**src/rtl/fifo_stream_reader.sv**
```systemverilog
// Read-side adapter: pops synchronous_fifo words through a 2-entry credit-managed skid buffer
// and emits them as a valid/ready stream with burst framing. Optional statistics: STREAM_RD_STATS_EN.
module fifo_stream_reader #(
  parameter int G_WIDTH     = 8,
  parameter int G_BURST_LEN = 4
) (
  input  logic               i_clk,
  input  logic               i_rst_n,
  input  logic               i_en,
  output logic               o_fifo_rd,
  input  logic               i_fifo_empty,
  input  logic [G_WIDTH-1:0] i_fifo_data,
  input  logic               i_fifo_rd_done,
  output logic               o_valid,
  input  logic               i_ready,
  output logic [G_WIDTH-1:0] o_data,
  output logic               o_last,
  output logic               o_protocol_err,
  output logic [31:0]        o_word_cnt,
  output logic [31:0]        o_stall_cnt
);

  localparam int BCNT_W = (G_BURST_LEN > 1) ? $clog2(G_BURST_LEN) : 1;
  localparam logic [BCNT_W-1:0] BCNT_MAX = BCNT_W'(G_BURST_LEN - 1);

  logic [1:0]         occ;
  logic               infl;
  logic [BCNT_W-1:0]  bcnt;
  logic [G_WIDTH-1:0] skid_q0;
  logic [G_WIDTH-1:0] skid_q1;
  logic               prot_err;
  logic               xfer;
  logic               push;
  logic [2:0]         credit;

  // Credits count both buffered words and the read still in flight, so a read is only
  // issued when its data is guaranteed a slot. Reads are suppressed while in reset.
  always_comb begin
    o_valid   = (occ != 2'd0);
    xfer      = o_valid & i_ready;
    push      = i_fifo_rd_done & infl;
    credit    = {1'b0, occ} + {2'b00, infl};
    o_fifo_rd = i_rst_n & i_en & ~i_fifo_empty & (credit < (3'd2 + {2'b00, xfer}));
    o_data    = skid_q0;
    o_last    = o_valid & (bcnt == BCNT_MAX);
    o_protocol_err = prot_err;
  end

  always_ff @(posedge i_clk) begin
    if (!i_rst_n) begin
      occ      <= 2'd0;
      infl     <= 1'b0;
      bcnt     <= '0;
      skid_q0  <= '0;
      skid_q1  <= '0;
      prot_err <= 1'b0;
    end else begin
      infl <= o_fifo_rd;
      occ  <= occ + {1'b0, push} - {1'b0, xfer};
      if (i_fifo_rd_done && !infl)
        prot_err <= 1'b1;
      // Head is skid_q0; pop shifts skid_q1 forward, or takes the arriving word directly
      if (xfer) begin
        if (occ == 2'd2)
          skid_q0 <= skid_q1;
        else if (push)
          skid_q0 <= i_fifo_data;
      end else if (push) begin
        if (occ == 2'd0)
          skid_q0 <= i_fifo_data;
        else
          skid_q1 <= i_fifo_data;
      end
      if (xfer)
        bcnt <= o_last ? '0 : bcnt + BCNT_W'(1);
    end
  end

`ifdef STREAM_RD_STATS_EN
  logic [31:0] word_cnt;
  logic [31:0] stall_cnt;

  function automatic logic [31:0] sat_inc(input logic [31:0] v);
    return (v == 32'hFFFF_FFFF) ? v : v + 32'd1;
  endfunction

  always_ff @(posedge i_clk) begin
    if (!i_rst_n) begin
      word_cnt  <= '0;
      stall_cnt <= '0;
    end else begin
      if (xfer)
        word_cnt <= sat_inc(word_cnt);
      if (o_valid && !i_ready)
        stall_cnt <= sat_inc(stall_cnt);
    end
  end

  assign o_word_cnt  = word_cnt;
  assign o_stall_cnt = stall_cnt;
`else
  assign o_word_cnt  = 32'd0;
  assign o_stall_cnt = 32'd0;
`endif

endmodule

```
**config.mk**
```make
export PLATFORM = sky130hd
export DESIGN_NAME = fifo_stream_reader
export DESIGN_NICKNAME = d
export VERILOG_FILES = /design/src/rtl/fifo_stream_reader.sv
export SDC_FILE = /design/constraint.sdc
export NUM_CORES = 1
export LEC_CHECK = 0
export BUFFER_PORTS_ARGS = -buffer_cell sky130_fd_sc_hd__buf_2
export CAP_MARGIN = 30
export CORE_MARGIN = 1.5
export CORE_UTILIZATION = 26
export CTS_BUF_LIST = sky130_fd_sc_hd__clkbuf_8
export DETAILED_ROUTE_END_ITERATION = 8
export PLACE_DENSITY = 0.59
export REMOVE_ABC_BUFFERS = 1
export SYNTH_ARGS = -nofsm -noshare
export SYNTH_HDL_FRONTEND = slang
export SYNTH_SLANG_ARGS = --single-unit
```
**constraint.sdc**
```tcl
create_clock -name i_clk -period 2.8 [get_ports i_clk]
set_clock_uncertainty 0.15 [all_clocks]
set_input_delay 0.7 -clock i_clk [delete_from_list [all_inputs] [get_ports i_clk]]
set_output_delay 0.7 -clock i_clk [all_outputs]
set_load 0.05 [all_outputs]
```
==> impl_metrics.env, run 1 <==
export IMPL_rsz0062_at_grt="no"
export IMPL_critPathRequiredTime_ps=1950
export IMPL_yosys_area_top_type_share_pct=30.45
export IMPL_syn_area_um2=1578
export IMPL_yosys_warnings=0
export IMPL_cp_arrival_ps=1760
export IMPL_cts_max_level=1
export IMPL_synth_edf_count=0
export IMPL_worstSetupEndpointType="primary output"
export IMPL_path_delay_family="adder cells"
export IMPL_ys_types=30
export IMPL_setup_viol=0
export IMPL_cpPeakStageDelay_ps=380
export IMPL_synth_top_family_by_area="buffers and inverters"
export IMPL_crit_chain="ha_1 > ha_1 > o21ai_1 > nor4b_1 > buf_2"
export IMPL_cts_buffers=3
export IMPL_maxCapViolations=0
export IMPL_p_seq_share_pct=32.7
export IMPL_synth_compound_area_share_pct=21.65
export IMPL_postCtsSetupBuffers=0
export IMPL_synth_xor_area_share_pct=0.5551
export IMPL_period_minus_slack_ps=2605
export IMPL_clock_sinks=22
export IMPL_cp_slowest_cell="dfxtp_2"
export IMPL_clock_latency_ps=270
export IMPL_final_antenna_net_count=0
export IMPL_diodes=0
export IMPL_yosysTopAreaCell="buf_4"
export IMPL_clock_power_share_pct=16.4
export IMPL_synth_area_top_cells="buf_4, dfxtp_1, a211oi_1, o221ai_1, ha_1"
export IMPL_netSwitchingFraction_pct=51.58
export IMPL_grt_pass1_wl_mm=4.788
export IMPL_routabilityCongestion=0.7394
export IMPL_portBuffers=25
export IMPL_async_reset_ff_share_pct=0
export IMPL_die_area_um2=6545
export IMPL_core_area_um2=5886
export IMPL_holdWs_ps=317.0
export IMPL_p_leak_nw=0.6893
export IMPL_cp_common_cell="ha_1"
export IMPL_synth_seq_cells=22
export IMPL_drt_total_wl_mm=3.097
export IMPL_status="completed"
export IMPL_multi_input_area_um2=807.0
export IMPL_final_nets=230
export IMPL_final_util_pct=26.66
export IMPL_dp_hpwl_mm=2.297
export IMPL_viasPerCell=4.011
export IMPL_cp_num_buf_inv=1
export IMPL_hp_class="reg -> reg"
export IMPL_worstSetupPathType="reg -> out"
export IMPL_synthMuxAreaShare_pct=0
export IMPL_grt_usage_pct=9.680
export IMPL_area_growth_pct=-0.5554
export IMPL_fmax_mhz=383.9
export IMPL_dpl_cell_area_um2=1526
export IMPL_grt_max_degree=13
export IMPL_timing_reg2reg_setup_slack_ps=740
export IMPL_fill_cells=690
export IMPL_stdcell_area_um2=1569
export IMPL_first_pass_iters=4
export IMPL_yosys_area_share_adder_pct=3.965
export IMPL_cts_hold_buf=0
export IMPL_drc_errors=0
export IMPL_drv_slew=0
export IMPL_synth_cells=186
export IMPL_drive_gt1_share_pct=16.75
export IMPL_grt_ovfl_total=0
export IMPL_path_max_fanout=9
export IMPL_cts_resized=0
export IMPL_clock_path_buffers=2
export IMPL_cp_start_kind="flop"
export IMPL_tritoncts="done"
export IMPL_wl_per_cell_um=10.90
export IMPL_synth_ff_type="dfxtp_1"
export IMPL_period_share_pct=93.04
export IMPL_root_buffer="clkbuf_8"
export IMPL_drtIter0Drc=83
export IMPL_synth_simple_area_share_pct=9.754
export IMPL_vias=1139
export IMPL_p_sw_mw=0.6241
export IMPL_combinationalPowerShare_pct=50.9
export IMPL_pin_count=90
export IMPL_dieHeight_um=80.90
export IMPL_syn_mean_instance_area_um2=8.483
export IMPL_antenna_found_initial=0
export IMPL_peakVddDrop_mv=0.7119
export IMPL_post_synth_top_count_cell="buf_4"
export IMPL_power_density_nw_per_um2=771.1
export IMPL_ff_latch_area_um2=441.7
export IMPL_initial_utilization_pct=26.81
export IMPL_ys_top_cells_by_count="buf_4, dfxtp_1, a211oi_1, inv_1, a21oi_1"
export IMPL_grt_pass1_vias=966
export IMPL_placementRows=28
export IMPL_die_w_um=80.90
export IMPL_hold_viol_final=0
export IMPL_clkTransAtPathRegs_ps=80
export IMPL_ys_seq_area_share_pct=27.91
export IMPL_intPower_mw=0.5858
-- final timing paths --
| path | start | endpoint | cells past startpoint |
|---|---|---|---|
| worst max-delay path | occ[0]$_SDFF_PN0_ | o_fifo_rd | 5 |
| worst min-delay path | o_protocol_err$_SDFFE_PN0P_ | o_protocol_err$_SDFFE_PN0P_ | 2 |
| worst max register to register | occ[1]$_SDFF_PN0_ | o_data[6]$_SDFFE_PN0P_ | 5 |
| worst min register to register | o_protocol_err$_SDFFE_PN0P_ | o_protocol_err$_SDFFE_PN0P_ | 2 |
-- metrics by stage --
step | TNS, ps | worst slack (ps) | cells | total power [mW]
after detailed placement | 0 | 254.0 | 281 | 1.017
after floorplan | -588.7 | -588.7 | 179 | 0.8789
after CTS | 0 | 61.43 | 284 | 1.216
final | 0 | 194.9 | 284 | 1.210
after global routing | 0 | 92.94 | 284 | 1.291
after global placement | 0 | 298.3 | 281 | 1.009
-- power by group through the flow --
stage / Clock, mW / Combinational (mW) / Sequential (mW)
floorplan: 0 / 0.463 / 0.416
detailed placement: 0 / 0.615 / 0.402
CTS: 0.206 / 0.615 / 0.395
global route: 0.217 / 0.666 / 0.408
finish: 0.198 / 0.615 / 0.396
global placement: 0 / 0.610 / 0.399
-- cell usage in the layout (no fill, tap or decap), types with 3 or more instances in the layout --
cell / n
nand2_1: 4
and2_1: 3
buf_2: 25
nand3_1: 9
clkbuf_8: 3
conb_1: 64
o221ai_1: 8
dfxtp_1: 21
a21oi_1: 11
inv_1: 12
a211oi_1: 16
ha_1: 5
o21ai_0: 9
-- sequential cells by signal, summed over array words and instances (netlist names) --
name            cells
bcnt                2
infl                1
o_data              8
o_protocol_err      1
occ                 2
skid_q1             8
-- tightest hold or removal path, cell delays in order, from the launching register on --
cell	delay, ps
dfxtp_1	330
a21oi_1	40
nor2_1	70
-- cell families (layout without fill, tap and decap cells) --
| family | count (synthesis) | after routing |
|---|---|---|
| buffers and inverters | 82 | 42 |
| AO/OA/AOI/OAI | 49 | 49 |
| AND/OR/NAND/NOR | 26 | 26 |
| flip-flops | 22 | 22 |
| adder cells (fa/ha/maj) | 5 | 5 |
| other | 1 | 64 |
| XOR/XNOR | 1 | 1 |
-- routing by layer --
layer / global-route usage [%] / vias up / wire length [µm]
met5: 0 / - / 0
met3: 3.034 / 4 / 231
li1: - / 570 / -
met4: 3.448 / 0 / 30
met2: 15.00 / 55 / 1436
met1: 12.58 / 510 / 1399
-- cell type report --
| class | count | area share [%] |
|---|---|---|
| Clock buffer | 3 | 2.632 |
| Inverter | 12 | 2.871 |
| Multi-Input combinational cell | 145 | 51.44 |
| Sequential cell | 22 | 28.15 |
| Tap cell | 75 | 5.981 |
| Timing Repair Buffer | 27 | 8.931 |
Note: power is estimated with default switching activity, not from simulation.
==> run 2: changes to the inputs <==
- CORE_UTILIZATION: 26 -> 30
- PLACE_DENSITY: 0.59 -> 0.65
==> run 2 against run 1 <==
Sequential power down 1%. Clock-buffer cell count rose by 1. Combinational power about the same. Critical path depth stayed put. Register-to-register slack barely moved. Flip-flop and latch count unchanged. Hold slack worse by 4.0 ps. Maximum frequency is 1.1% lower. First-iteration DRC count shrank 9.6%. Core utilization grew 4.4 points.
==> impl_metrics.env, run 2 (synthesis gave the netlist of run 1 again) <==
export IMPL_root_buffer="clkbuf_8"
export IMPL_status="completed"
export IMPL_die_w_um=75.52
export IMPL_cts_max_level=1
export IMPL_drc_errors=0
export IMPL_cpPeakStageDelay_ps=490
export IMPL_dp_hpwl_mm=2.215
export IMPL_placementRows=26
export IMPL_tritoncts="done"
export IMPL_critPathRequiredTime_ps=1950
export IMPL_dp_slack_ps=294.6
export IMPL_clkTransAtPathRegs_ps=80
export IMPL_antenna_found_initial=0
export IMPL_timing_rr_start="occ[1]$_SDFF_PN0_"
export IMPL_place_inst=276
export IMPL_p_leak_nw=0.6961
export IMPL_cp_slowest_cell="dfxtp_1"
export IMPL_clock_latency_ps=260
export IMPL_fin_cells=280
export IMPL_period_share_pct=94.12
export IMPL_grt_pass1_wl_mm=4.650
export IMPL_drtIter0Drc=75
export IMPL_worstSetupEndpointType="primary output"
export IMPL_drv_slew=0
export IMPL_final_common_cell="conb_1"
export IMPL_setup_viol=0
export IMPL_clock_sinks=22
export IMPL_crit_start="occ[0]$_SDFF_PN0_"
export IMPL_core_area_um2=5075
export IMPL_holdWs_ps=313.0
export IMPL_first_pass_iters=4
export IMPL_vias=1142
export IMPL_final_util_pct=31.04
export IMPL_postCtsSetupBuffers=0
export IMPL_rsz0062_at_grt="no"
export IMPL_drive_gt1_share_pct=16.67
export IMPL_period_minus_slack_ps=2635
export IMPL_worstSetupPathType="reg -> out"
export IMPL_fmax_mhz=379.5
export IMPL_wl_per_cell_um=10.55
export IMPL_peakVddDrop_mv=0.6781
export IMPL_cts_hold_buf=0
export IMPL_layout_common_cells="conb_1, buf_2, dfxtp_1"
export IMPL_die_area_um2=5703
export IMPL_power_density_nw_per_um2=789.1
export IMPL_total_power_mw=1.243
export IMPL_hold_viol_final=0
export IMPL_grt_max_degree=13
export IMPL_clock_path_buffers=2
export IMPL_dieHeight_um=75.52
export IMPL_grt_ovfl_total=0
export IMPL_routabilityCongestion=0.7598
export IMPL_final_nets=230
export IMPL_cp_start_kind="flop"
export IMPL_grt_pass1_vias=983
export IMPL_initial_utilization_pct=31.09
export IMPL_portBuffers=25
export IMPL_grt_usage_pct=10.71
export IMPL_area_growth_pct=-0.1586
export IMPL_diodes=0
export IMPL_timing_final_ws_setup_ps=164.7
export IMPL_hp_class="reg -> reg"
export IMPL_drt_total_wl_mm=2.955
export IMPL_crit_chain="ha_1 > ha_1 > o21ai_1 > nor4b_1 > buf_2"
export IMPL_pin_count=90
export IMPL_maxCapViolations=0
export IMPL_cp_arrival_ps=1790
export IMPL_cts_buffers=3
export IMPL_cp_common_cell="ha_1"
export IMPL_path_max_fanout=9
export IMPL_final_antenna_net_count=0
export IMPL_min_delay_start="bcnt[1]$_SDFFE_PN0P_"
export IMPL_cts_resized=0
export IMPL_viasPerCell=4.079
-- run 2: changes by cell type in the layout (fill, tap and decap cells not counted) --
cell / delta
dfxtp_1: +1
clkbuf_8: +1
dfxtp_2: -1
-- run 2: critical path, delay by kind of cell, from the launching register on --
kind | cells | cell delay [ps]
fa+ha+maj | 2 | 410
simple gates | 1 | 230
flops | 1 | 490
compound gates | 1 | 80
buf+inv | 1 | 310
-- run 2: path summary, 6_finish.rpt --
path                             to  slack [ps]  cells after the start
min            bcnt[1]$_SDFFE_PN0P_         310                      2
max reg2reg  o_data[6]$_SDFFE_PN0P_         730                      5
max                       o_fifo_rd         160                      5
min reg2reg    bcnt[1]$_SDFFE_PN0P_         310                      2
-- run 2: routing by layer --
metal	GRT usage, %	wire length, µm	share of wire, %
met1	14.02	1354	46
met2	18.13	1385	47
met3	3.042	209	7.1
met4	1.190	6	0.20
met5	0	0	0
-- run 2: layout make-up --
class / count / area [µm²]
tap: 70 / 87.58
timing repair buffer: 27 / 140.1
sequential: 22 / 440.4
clock buffer: 4 / 55.05
multi-input combinational: 145 / 807.0
inverter: 12 / 45.04
fill: 568 / 3500
-- run 2: where the power goes --
| part | switching [mW] | internal, mW | leakage, nW |
|---|---|---|---|
| registers | 0.0463 | 0.345 | 0.178 |
| logic | 0.473 | 0.142 | 0.489 |
| clock network | 0.110 | 0.125 | 0.0288 |
| total | 0.630 | 0.613 | 0.696 |
-- run 2: per-stage QoR --
step | TNS (ps) | area, µm²
floorplan | -588.7 | 1292
global placement | 0 | 1520
detailed placement | 0 | 1520
CTS | 0 | 1575
global route | 0 | 1575
finish | 0 | 1575
